`config.mk`:
```
export PLATFORM = sky130hd
export DESIGN_NAME = time_core
export DESIGN_NICKNAME = d
export VERILOG_FILES = /design/src/rtl/clock_pkg.sv /design/src/rtl/time_core_tick_gen.sv /design/src/rtl/time_core.sv
export SDC_FILE = /design/constraint.sdc
export NUM_CORES = 1
export LEC_CHECK = 0
export CORE_MARGIN = 2
export CORE_UTILIZATION = 25
export CTS_CLUSTER_SIZE = 40
export DETAILED_ROUTE_END_ITERATION = 6
export PLACE_DENSITY = 0.51
export SKIP_LAST_GASP = 1
export SYNTH_ARGS = -nofsm -noshare
export SYNTH_HDL_FRONTEND = slang
export SYNTH_HIERARCHICAL = 1
export SYNTH_SLANG_ARGS = --single-unit
```
`constraint.sdc`:
```
create_clock -name CLOCK_50 -period 4.4 [get_ports CLOCK_50]
set_input_delay 0.88 -clock CLOCK_50 [delete_from_list [all_inputs] [get_ports CLOCK_50]]
set_output_delay 0.88 -clock CLOCK_50 [all_outputs]
set_load 0.1 [all_outputs]
```
`src/rtl/clock_pkg.sv`:
```
// Shared digit indices, BCD ranges and time-advance helpers for the DE2 clock.
package clock_pkg;

  typedef logic [3:0] bcd_t;

  typedef struct packed {
    bcd_t hr_t;
    bcd_t hr_u;
    bcd_t min_t;
    bcd_t min_u;
    bcd_t sec_t;
    bcd_t sec_u;
  } time_t;

  localparam logic [3:0] DIG_SEC_U = 4'd0;
  localparam logic [3:0] DIG_SEC_T = 4'd1;
  localparam logic [3:0] DIG_MIN_U = 4'd2;
  localparam logic [3:0] DIG_MIN_T = 4'd3;
  localparam logic [3:0] DIG_HR_U  = 4'd4;
  localparam logic [3:0] DIG_HR_T  = 4'd5;

  localparam bcd_t MAX_UNITS   = 4'd9;
  localparam bcd_t MAX_TENS    = 4'd5;
  localparam bcd_t MAX_HR_T    = 4'd2;
  localparam bcd_t MAX_HR_U_24 = 4'd3;

  // Out-of-range values also wrap to 0 so a corrupted digit self-heals.
  function automatic bcd_t bcd_inc(input bcd_t d, input bcd_t max);
    bcd_t r;
    r = (d >= max) ? '0 : bcd_t'(d + 4'd1);
    return r;
  endfunction

  function automatic time_t advance_time(input time_t t);
    time_t r;
    logic  c;
    r       = t;
    r.sec_u = bcd_inc(t.sec_u, MAX_UNITS);
    c       = (t.sec_u >= MAX_UNITS);
    if (c) begin
      r.sec_t = bcd_inc(t.sec_t, MAX_TENS);
      c       = (t.sec_t >= MAX_TENS);
    end
    if (c) begin
      r.min_u = bcd_inc(t.min_u, MAX_UNITS);
      c       = (t.min_u >= MAX_UNITS);
    end
    if (c) begin
      r.min_t = bcd_inc(t.min_t, MAX_TENS);
      c       = (t.min_t >= MAX_TENS);
    end
    if (c) begin
      if (t.hr_t >= MAX_HR_T && t.hr_u >= MAX_HR_U_24) begin
        r.hr_t = '0;
        r.hr_u = '0;
      end else if (t.hr_u >= MAX_UNITS) begin
        r.hr_u = '0;
        r.hr_t = bcd_t'(t.hr_t + 4'd1);
      end else begin
        r.hr_u = bcd_t'(t.hr_u + 4'd1);
      end
    end
    return r;
  endfunction

  function automatic logic [5:0] sel_mask(input logic [3:0] sel);
    logic [5:0] m;
    m = '0;
    if (sel <= DIG_HR_T) m[sel[2:0]] = 1'b1;
    return m;
  endfunction

endpackage

```
`src/rtl/time_core_tick_gen.sv`:
```
// Modulo-N prescaler with enable and synchronous clear; tc flags the terminal count.
module tick_gen #(
  parameter int unsigned N = 2
) (
  input  logic clk,
  input  logic rst,
  input  logic en,
  input  logic clr,
  output logic tc
);

  localparam int unsigned W = (N > 1) ? $clog2(N) : 1;
  localparam logic [W-1:0] LAST = W'(N - 1);

  logic [W-1:0] cnt;

  assign tc = en & ~clr & (cnt == LAST);

  always_ff @(posedge clk) begin
    if (rst || clr) begin
      cnt <= '0;
    end else if (en) begin
      cnt <= tc ? '0 : cnt + 1'b1;
    end
  end

endmodule

```
`src/rtl/time_core.sv`:
```
// HH:MM:SS BCD timekeeper with run/edit modes for the DE2 clock.
// Optional blink mask on the selected digit when TIME_CORE_BLINK_EN is defined.
module time_core
  import clock_pkg::*;
#(
  parameter int unsigned TICK_DIV  = 50_000_000,
  parameter int unsigned BLINK_DIV = 12_500_000
) (
  input  logic        CLOCK_50,
  input  logic        rst,
  input  logic        adjust,
  input  logic [3:0]  select,
  input  logic        add,
  input  logic        clr,
  output logic [23:0] time_bcd,
  output logic        tick,
  output logic [5:0]  blank
);

  time_t cur_q, cur_d;
  logic  add_q;
  logic  add_edge;
  logic  sec_tc;
  logic  edit_mode;

  assign edit_mode = ~adjust;
  assign add_edge  = add & ~add_q;

  // Held at zero in edit mode, so leaving edit restarts a full period.
  tick_gen #(.N(TICK_DIV)) u_sec_tick (
    .clk (CLOCK_50),
    .rst (rst),
    .en  (adjust),
    .clr (edit_mode),
    .tc  (sec_tc)
  );

  always_comb begin
    cur_d = cur_q;
    if (adjust) begin
      if (sec_tc) cur_d = advance_time(cur_q);
    end else if (clr) begin
      // clr outranks add; the edge is still absorbed by add_q.
      case (select)
        DIG_SEC_U: cur_d.sec_u = '0;
        DIG_SEC_T: cur_d.sec_t = '0;
        DIG_MIN_U: cur_d.min_u = '0;
        DIG_MIN_T: cur_d.min_t = '0;
        DIG_HR_U:  cur_d.hr_u  = '0;
        DIG_HR_T:  cur_d.hr_t  = '0;
        default: ;
      endcase
    end else if (add_edge) begin
      case (select)
        DIG_SEC_U: cur_d.sec_u = bcd_inc(cur_q.sec_u, MAX_UNITS);
        DIG_SEC_T: cur_d.sec_t = bcd_inc(cur_q.sec_t, MAX_TENS);
        DIG_MIN_U: cur_d.min_u = bcd_inc(cur_q.min_u, MAX_UNITS);
        DIG_MIN_T: cur_d.min_t = bcd_inc(cur_q.min_t, MAX_TENS);
        DIG_HR_U:  cur_d.hr_u  = bcd_inc(cur_q.hr_u,
                                   (cur_q.hr_t == MAX_HR_T) ? MAX_HR_U_24 : MAX_UNITS);
        DIG_HR_T: begin
          cur_d.hr_t = bcd_inc(cur_q.hr_t, MAX_HR_T);
          if (cur_d.hr_t == MAX_HR_T && cur_q.hr_u > MAX_HR_U_24) cur_d.hr_u = '0;
        end
        default: ;
      endcase
    end
  end

  always_ff @(posedge CLOCK_50) begin
    if (rst) begin
      cur_q <= '0;
      add_q <= 1'b0;
      tick  <= 1'b0;
    end else begin
      cur_q <= cur_d;
      add_q <= add;
      tick  <= sec_tc;
    end
  end

  assign time_bcd = cur_q;

`ifdef TIME_CORE_BLINK_EN
  logic       blink_tc;
  logic       phase_q, phase_d;
  logic [5:0] blank_q;

  tick_gen #(.N(BLINK_DIV)) u_blink_tick (
    .clk (CLOCK_50),
    .rst (rst),
    .en  (edit_mode),
    .clr (adjust),
    .tc  (blink_tc)
  );

  always_comb begin
    phase_d = adjust ? 1'b0 : (phase_q ^ blink_tc);
  end

  always_ff @(posedge CLOCK_50) begin
    if (rst) begin
      phase_q <= 1'b0;
      blank_q <= '0;
    end else begin
      phase_q <= phase_d;
      blank_q <= sel_mask(select) & {6{phase_d}};
    end
  end

  assign blank = blank_q;
`else
  assign blank = '0;
`endif

endmodule

```
==> flow_metrics.py, run 1 <==
metrics = {
    "critical_path": {
        "max_stage_delay_ns": 0.54,
        "critPathCaptureType": "flop",
        "cp.arrival_ns": 3.72,
        "cpMostUsedCell": "inv_1",
        "cp_data_required_time_ns": 4.61,
        "crit_slowest_cell": "or4_1",
        "start_kind": "input port",
        "crit_path_start": "adjust",
        "crit_type": "input port to flop",
        "rr_worst_depth": 9,
        "critPathTopFamily": "simple AND/OR/NAND/NOR gates",
        "path_depth": 11,
        "critPathMaxFanout": 18,
        "reg2reg_slack_ns": 1.38,
        "critPathBufInv": 4,
        "timing.critical_path.cells": "clkdlybuf4s50_1 > buf_4 > inv_1 > nor4_1 > nand3_1 > nor3_1 > inv_1 > a22oi_1 > o21ai_0 > or4_1 > a21oi_1",
        "crit_path_end": "time_bcd[2]",
        "rr_endpoint": "time_bcd[2]",
        "worstReg2RegStart": "u_sec_tick/cnt[0]",
    },
    "placed_design": {
        "portBuffers": 33,
        "place.detailed.hpwl_um": 5280,
        "placed_area_mm2": 0.00345,
        "preCtsSetupSlack_ns": 0.607,
        "globalplace.congestion": 0.821,
    },
    "synthesis": {
        "yosysUniqueCellTypes": 59,
        "avgSynthCellArea_um2": 8.38,
        "synth_compound_area_frac": 0.179,
        "synth.top_cell.area_share": 0.344,
        "synth_top_flop_cell": "dfxtp_1",
        "synth_top_area_cell": "dfxtp_1",
        "syn-instance-count": 361,
        "yosysSeqAreaShare": 0.344,
        "synth_top_family_by_area": "simple AND/OR/NAND/NOR gates",
        "netlist_area_mm2": 0.00303,
        "synthXorXnorAreaFrac": 0.0376,
        "synth_fa_ha_area_frac": 0.0744,
        "synth_edf_count": 0,
        "synth-seq-cells": 52,
        "synth-simple-area-share": 0.292,
        "ys_async_sr_fraction": 0,
        "yosys-mux-area-fraction": 0.00331,
        "synth.area.top_cells": "dfxtp_1 34%, ha_1 7.4%, nor2_1 4.3%, a21oi_1 4.3%, nand2_1 3.5%",
        "yosys_warnings": 6,
    },
    "cells_and_area": {
        "fillers": 1278,
        "register_area_mm2": 0.00104,
        "fin_area_mm2": 0.00360,
        "multi_input_area_mm2": 0.00180,
        "diodes": 0,
        "layout_commonest_cell": "dfxtp_1",
        "nets": 418,
        "area_growth_syn_to_layout_pct": 18.9,
        "drive_gt1_frac": 0.0867,
        "final_cell_mix": "52 x dfxtp_1, 35 x nor2_1, 33 x clkdlybuf4s50_1, 28 x nand2_1, 26 x a21oi_1",
    },
    "grt": {
        "grt_max_degree": 26,
        "antenna_found_initial": 0,
        "overflow": 0,
        "grt_pass1_wl_um": 12000,
        "grt_use_total": 0.112,
        "grt_pass1_vias": 2444,
    },
    "timing": {
        "relSlewSlack": 0.314,
        "rsz0062_at_grt": "no",
        "worstMarginPinSlew_ns": 1.03,
        "fin_crit_sh": 0.798,
        "fin_ws_ns": 0.890,
        "setup_viol": 0,
        "setup_tns_ns": 0,
        "period_minus_slack_ns": 3.51,
        "skew_ns": 0.0102,
        "hold_violations": 0,
        "fmax_mhz": 285,
        "fin_hold_ws_ns": 0.481,
        "drv_slew": 0,
    },
    "pwr": {
        "power_density_mw_per_mm2": 267,
        "totalPowerFinal_mw": 0.958,
        "p_leak_nw": 1.14,
        "ir_worst_vdd_mv": 0.144,
    },
    "routing": {
        "drc_errors": 0,
        "drtIter0Drc": 147,
        "detail-route-antenna-nets": 0,
        "drt-total-wl_um": 7150,
        "viasPerCell": 4.96,
        "wire_per_inst_um": 13.3,
        "vias": 2673,
        "drtPass1Iterations": 4,
    },
    "worst_hold_path": {
        "hp-class": "flop to flop",
        "hold_depth": 2,
    },
    "floorplanning": {
        "die_y_um": 114,
        "coreArea_mm2": 0.0119,
        "rows": 40,
        "dieArea_mm2": 0.0130,
        "die_x_um": 114,
        "initial_core_util": 0.254,
        "num_io_pins": 40,
    },
    "clock_network": {
        "cts_setup_buffers": 0,
        "clk_path_buf_depth": 2,
        "clk_pin_slew_ns": 0.07,
        "cts_hold_buf": 0,
        "cts_tree": "done",
        "htreeDepth": 2,
        "cts_buffers": 5,
        "cts_resized": 0,
        "worst_skew_pair.late_latency_ns": 0.29,
        "cts-root-buf": "clkbuf_16",
        "cts_sinks": 52,
    },
    "flow_run": {
        "max_cap_viol_count": 0,
    },
    "status": {
        "outcome": "finished, final reports clean",
    },
}
[synth_stat cells (2+ instances only)]
cell / number
inv_1: 22
dfxtp_1: 52
nor2b_1: 3
or4_1: 7
nor3b_1: 3
o21ai_0: 20
a41oi_1: 3
xnor2_1: 9
a31oi_1: 2
nor2_1: 35
nand2b_1: 4
nor4_1: 10
a21oi_1: 26
nand4b_1: 2
nand4_1: 6
ha_1: 18
a22oi_1: 2
and3_1: 2
or4_4: 5
or3_1: 9
and2_1: 2
a211oi_1: 3
or3b_2: 4
o21a_1: 2
nor3_1: 7
or2_2: 2
buf_2: 3
o32ai_1: 2
nand3_1: 17
o31ai_1: 9
xor2_1: 4
or4b_2: 2
buf_6: 2
nand2_1: 28
buf_4: 10
[layout make-up]
| type | count | area share |
|---|---|---|
| Timing Repair Buffer | 35 | 0.0960 |
| Multi-Input combinational cell | 275 | 0.499 |
| Tap cell | 147 | 0.0511 |
| Sequential cell | 52 | 0.289 |
| Inverter | 22 | 0.0230 |
| Clock inverter | 3 | 0.00626 |
| Clock buffer | 5 | 0.0348 |
[stage by stage]
step            util  std cells
2_1_floorplan      -        366
3_3_place_gp   0.289        531
3_5_place_dp   0.289        531
4_1_cts        0.302        539
5_1_grt        0.302        539
6_report       0.302        539
[tightest hold or removal path: stages (launching register included)]
cell and delay (ns):
dfxtp_1 0.33, nand2_1 0.06, a21oi_1 0.05
[report_power, final]
group / internal [mW] / total [mW] / switching (mW)
Clock: 0.213 / 0.395 / 0.181
Combinational: 0.0216 / 0.0879 / 0.0663
Sequential: 0.473 / 0.476 / 0.00332
Total: 0.707 / 0.958 / 0.251
[logic make-up after synthesis]
| kind of cell | after synthesis |
|---|---|
| other | 1 |
| AOI/OAI and AO/OA | 81 |
| DFF | 52 |
| muxes | 1 |
| and+or+nand+nor | 156 |
| xor gates and xnor gates | 13 |
| adders and majority gates | 18 |
| buffers and inverters | 39 |
[how the worst min path moves through the flow]
stage                              end                from  slack, ns
finish                    time_bcd[15]        time_bcd[15]       0.48
detailed placement        time_bcd[15]        time_bcd[15]       0.48
global placement          time_bcd[15]        time_bcd[15]       0.47
floorplan           u_sec_tick/cnt[25]  u_sec_tick/cnt[25]       0.45
CTS                       time_bcd[15]        time_bcd[15]       0.48
global route              time_bcd[15]        time_bcd[15]       0.51
[metal layers]
metal	up-vias	wire length (um)	track usage
li1	1357	-	-
met1	1246	3470	0.152
met2	66	3300	0.184
met3	4	345	0.0239
met4	0	36	0.0203
met5	-	0	0
[registers in the layout, summed over array words and instances, names as in the netlist]
name and cells:
add_q 1, tick 1, u_sec_tick/cnt 26, time_bcd 24
No activity file was read; power rests on OpenSTA's default activity.
==> run 2: changes to the inputs <==
Clock period 4.4 ns to 3.4 ns, I/O delays scaled along.
==> run 2 against run 1 <==
Net effect:
- sequential share of layout area increased by 0.050 points
- via count up 0.90%
- largest cell class unchanged
- power rose by 30%
- count of clock-buffer cells in the layout grew 3
- final area is 0.17% lower
- register-to-register slack got worse by 0.88 ns
- setup slack got worse by 0.64 ns
- combinational power is 34% higher
- die area stayed put
- global-route usage up 0.16 points
==> flow_metrics.py, run 2 (same netlist as run 1, synthesis figures left out) <==
metrics = {
    "routing": {
        "detail-route-antenna-nets": 0,
        "drc_errors": 0,
        "vias": 2697,
        "wire_per_inst_um": 13.2,
        "drtIter0Drc": 97,
        "drtPass1Iterations": 4,
        "drt-total-wl_um": 7230,
        "viasPerCell": 4.94,
    },
    "clock_network": {
        "cts_sinks": 52,
        "cts-root-buf": "clkbuf_16",
        "worst_skew_pair.late_latency_ns": 0.29,
        "cts_tree": "done",
        "cts_hold_buf": 0,
        "clk_pin_slew_ns": 0.07,
        "cts_buffers": 5,
        "cts_resized": 0,
        "htreeDepth": 2,
        "clk_path_buf_depth": 2,
        "cts_setup_buffers": 0,
    },
    "worst_hold_path": {
        "hp-class": "flop to flop",
        "hold_path_end": "time_bcd[15]",
        "hp-start": "time_bcd[15]",
        "hold_depth": 2,
    },
    "status": {
        "outcome": "finished, final reports clean",
    },
    "placed_design": {
        "globalplace.congestion": 0.817,
        "place.detailed.hpwl_um": 5310,
        "dp_cells": 538,
        "placed_area_mm2": 0.00344,
        "preCtsSetupSlack_ns": -0.0136,
        "portBuffers": 33,
    },
    "flow_run": {
        "max_cap_viol_count": 0,
    },
    "cells_and_area": {
        "diodes": 0,
        "nets": 425,
        "drive_gt1_frac": 0.155,
        "fin_area_mm2": 0.00359,
        "largest_register_ffs": 26,
        "layout_commonest_cell": "dfxtp_1",
        "area_growth_syn_to_layout_pct": 18.7,
        "postLayoutCoreUtil": 0.301,
        "final_cell_mix": "52 x dfxtp_1, 35 x nor2_1, 32 x buf_4, 28 x nand2_1, 26 x a21oi_1",
        "largest-register": "u_sec_tick/cnt",
        "finalNonFillerCells": 546,
    },
    "critical_path": {
        "worstReg2RegStart": "u_sec_tick/cnt[0]",
        "start_kind": "input port",
        "cp.arrival_ns": 3.36,
        "reg2reg_slack_ns": 0.50,
        "rr_worst_depth": 9,
        "crit_type": "input port to flop",
        "cp_data_required_time_ns": 3.61,
        "critPathMaxFanout": 8,
        "rr_endpoint": "time_bcd[22]",
        "critPathCaptureType": "flop",
    },
    "timing": {
        "fin_ws_ns": 0.249,
        "skew_ns": 0.00780,
        "fin_hold_ws_ns": 0.481,
        "fin_crit_sh": 0.927,
        "drv_slew": 0,
        "hold_violations": 0,
        "setup_tns_ns": 0,
        "rsz0062_at_grt": "no",
        "period_minus_slack_ns": 3.15,
        "setup_viol": 0,
        "relSlewSlack": 0.354,
        "fmax_mhz": 317,
        "worstMarginPinSlew_ns": 0.967,
    },
    "pwr": {
        "p_leak_nw": 1.21,
        "totalPowerFinal_mw": 1.25,
        "power_density_mw_per_mm2": 348,
        "ir_worst_vdd_mv": 0.153,
    },
    "floorplanning": {
        "initial_core_util": 0.254,
        "die_x_um": 114,
        "coreArea_mm2": 0.0119,
        "num_io_pins": 40,
        "dieArea_mm2": 0.0130,
        "die_y_um": 114,
        "rows": 40,
    },
    "grt": {
        "grt_max_degree": 26,
        "antenna_found_initial": 0,
        "grt_pass1_wl_um": 12000,
        "grt_pass1_vias": 2515,
        "grt_use_total": 0.113,
        "overflow": 0,
    },
}
==> run 2: cell count changes in the layout (fill, tap and decap cells not counted) <==
cell / previous run / this run
clkbuf_8: 0 / 1
clkinv_2: 1 / 0
clkbuf_1: 0 / 2
buf_4: 2 / 32
clkinv_4: 1 / 0
inv_6: 1 / 0
clkdlybuf4s50_1: 33 / 10
==> run 2: worst max path at each step <==
stage	start	end	slack, ns	cells past startpoint
after CTS	adjust	time_bcd[22]	0.29	9
after detailed placement	adjust	time_bcd[22]	-0.01	9
final	adjust	time_bcd[22]	0.25	9
after floorplan	time_bcd[1]	time_bcd[22]	0.53	8
after global routing	adjust	time_bcd[22]	0.08	9
after global placement	adjust	time_bcd[14]	0.07	9
==> run 2: per-layer routing <==
layer  vias to the layer above  global-route usage  part of all wire
met2                        57               0.185              0.46
met5                         -                   0                 0
met4                         0              0.0268            0.0094
li1                       1371                   -                 -
met3                         8              0.0276             0.047
met1                      1261               0.150              0.49
==> run 2: layout make-up <==
type                    instances  area, um^2
clock buffers                   8         146
multi-input cells             275        1800
well taps                     147         184
inverters                      22        82.6
fillers                      1299        8320
flip-flops and latches         52        1040
repair buffers                 42         340
==> run 2: power breakdown <==
part           switching, mW  total (mW)  internal, mW  leakage, nW
clock                  0.220       0.515         0.294       0.0712
combinational         0.0873       0.118        0.0310        0.721
sequential           0.00412       0.616         0.612        0.419
total                  0.312        1.25         0.937         1.21
==> run 2: worst max-delay path: stages <==
cell and delay [ns]:
clkdlybuf4s50_1 0.52, nand3_2 0.08, or4_4 0.52, nor3_1 0.27, inv_1 0.15, a22o_1 0.35
nor3_1 0.40, o21ai_0 0.17, a221oi_2 0.22
==> run 3: changes to the inputs <==
Clock period 3.4 ns to 3.1 ns, I/O delays scaled along.
==> run 3 against run 2 <==
Net effect:
- cell count rose by 1.8%
- power rose by 22%
- global-route usage rose by 0.37 points
==> flow_metrics.py, run 3 (same netlist as run 1, synthesis figures left out) <==
metrics = {
    "clock_network": {
        "cts_setup_buffers": 0,
        "cts-root-buf": "clkbuf_16",
        "cts_tree": "done",
        "worst_skew_pair.late_latency_ns": 0.30,
        "cts_buffers": 5,
        "clk_path_buf_depth": 2,
        "clk_pin_slew_ns": 0.07,
        "htreeDepth": 2,
        "cts_sinks": 52,
    },
    "pwr": {
        "power_frac_comb": 0.089,
        "switching_share": 0.232,
        "p_leak_nw": 1.29,
        "power_frac_seq": 0.444,
        "totalPowerFinal_mw": 1.52,
        "p_switching_mw": 0.352,
        "power_density_mw_per_mm2": 409,
        "p_int_mw": 1.17,
        "ir_worst_vdd_mv": 0.184,
        "clkPwrFrac": 0.467,
    },
    "critical_path": {
        "crit_slowest_cell": "or4_4",
        "timing.critical_path.cells": "clkdlybuf4s50_1 > nand3_2 > or4_4 > nor3_2 > inv_1 > a22o_1 > nor3_2 > o21ai_0 > a221oi_2",
        "crit_type": "input port to flop",
        "critPathMaxFanout": 7,
        "start_kind": "input port",
        "cpMostUsedCell": "nor3_2",
        "cp_data_required_time_ns": 3.32,
        "cp.arrival_ns": 3.08,
        "critPathCaptureType": "flop",
        "max_stage_delay_ns": 0.53,
    },
    "timing": {
        "drv_slew": 0,
        "skew_ns": 0.00984,
        "rsz0062_at_grt": "no",
        "setup_tns_ns": 0,
        "setup_viol": 0,
        "fmax_mhz": 349,
        "period_minus_slack_ns": 2.87,
        "hold_violations": 0,
        "fin_crit_sh": 0.925,
    },
    "routing": {
        "detail-route-antenna-nets": 0,
        "drc_errors": 0,
        "vias": 2705,
        "wire_per_inst_um": 13.2,
        "drtIter0Drc": 97,
        "drtPass1Iterations": 4,
        "viasPerCell": 4.87,
        "drt-total-wl_um": 7310,
    },
    "cells_and_area": {
        "diodes": 0,
        "area_growth_syn_to_layout_pct": 22.9,
        "drive_gt1_frac": 0.191,
        "fillers": 1296,
        "nets": 436,
        "largest-register": "u_sec_tick/cnt",
        "largest_register_ffs": 26,
        "layout_commonest_cell": "dfxtp_1",
        "register_area_mm2": 0.00104,
        "fin_area_mm2": 0.00372,
        "multi_input_area_mm2": 0.00181,
        "final_cell_mix": "52 x dfxtp_1, 45 x buf_4, 35 x nor2_1, 28 x nand2_1, 26 x a21oi_1",
    },
    "grt": {
        "antenna_found_initial": 0,
        "grt_use_total": 0.117,
        "overflow": 0,
        "grt_pass1_wl_um": 12400,
        "grt_pass1_vias": 2562,
        "grt_max_degree": 26,
    },
    "floorplanning": {
        "die_y_um": 114,
        "die_x_um": 114,
        "initial_core_util": 0.254,
        "dieArea_mm2": 0.0130,
        "coreArea_mm2": 0.0119,
        "num_io_pins": 40,
        "rows": 40,
    },
    "placed_design": {
        "portBuffers": 33,
        "globalplace.congestion": 0.803,
        "place.detailed.hpwl_um": 5480,
        "placed_area_mm2": 0.00352,
    },
    "worst_hold_path": {
        "hp-class": "flop to flop",
    },
    "status": {
        "outcome": "finished, final reports clean",
    },
    "flow_run": {
        "max_cap_viol_count": 0,
    },
}
## run 3: cell types whose count changed in the layout (fill, tap and decap cells not counted), sizes merged
cell | before | now
clkbuf | 8 | 5
buf | 32 | 45
clkdlybuf4s50 | 10 | 8
bufinv | 0 | 2
## run 3: worst max-delay path, delay by kind of cell
kind,cells,cell delay (ns)
AOI/OAI and AO/OA,3,0.75
and+or+nand+nor,4,1.10
buffers and inverters,2,0.62
## run 3: worst paths after layout
check	to	startpoint	slack, ns	cells past startpoint
worst max-delay path	time_bcd[22]	adjust	0.23	9
worst min-delay path	time_bcd[15]	time_bcd[15]	0.48	2
worst max register to register	time_bcd[22]	u_sec_tick/cnt[0]	0.40	9
worst min register to register	time_bcd[15]	time_bcd[15]	0.48	2
## run 3: metrics by stage
stage / utilization / worst slack, ns / hold WS, ns / instances
3_5_place_dp: 0.296 / -0.162 / 0.475 / 549
2_1_floorplan: - / 0.232 / 0.447 / 366
5_1_grt: 0.312 / 0.0298 / 0.504 / 556
3_3_place_gp: 0.296 / -0.108 / 0.463 / 549
6_report: 0.312 / 0.233 / 0.482 / 556
4_1_cts: 0.311 / 0.134 / 0.484 / 556
## run 3: power by group through the flow
stage | sequential [mW] | combinational, mW | clock (mW)
2_1_floorplan | 0.703 | 0.0863 | 0
3_3_place_gp | 0.691 | 0.135 | 0
3_5_place_dp | 0.691 | 0.135 | 0
4_1_cts | 0.676 | 0.136 | 0.735
5_1_grt | 0.676 | 0.144 | 0.751
6_report | 0.676 | 0.135 | 0.710
## run 3: repair_timing
item / in CTS / in global routing
endpoints found under the setup margin: 0 / 4
hold buffers: 0 / 0
resized for setup: 0 / 2
## run 3: cell type report
type	instances	share of cell area
clock buffers	5	0.0337
flip-flops and latches	52	0.280
clock inverters	2	0.0162
inverters	22	0.0222
well taps	147	0.0495
repair buffers	53	0.112
multi-input cells	275	0.486
## run 3: per-layer routing
metal,track usage,wire [um]
met3,0.0228,245
met2,0.188,3300
met1,0.158,3680
met4,0.0366,89
met5,0,0
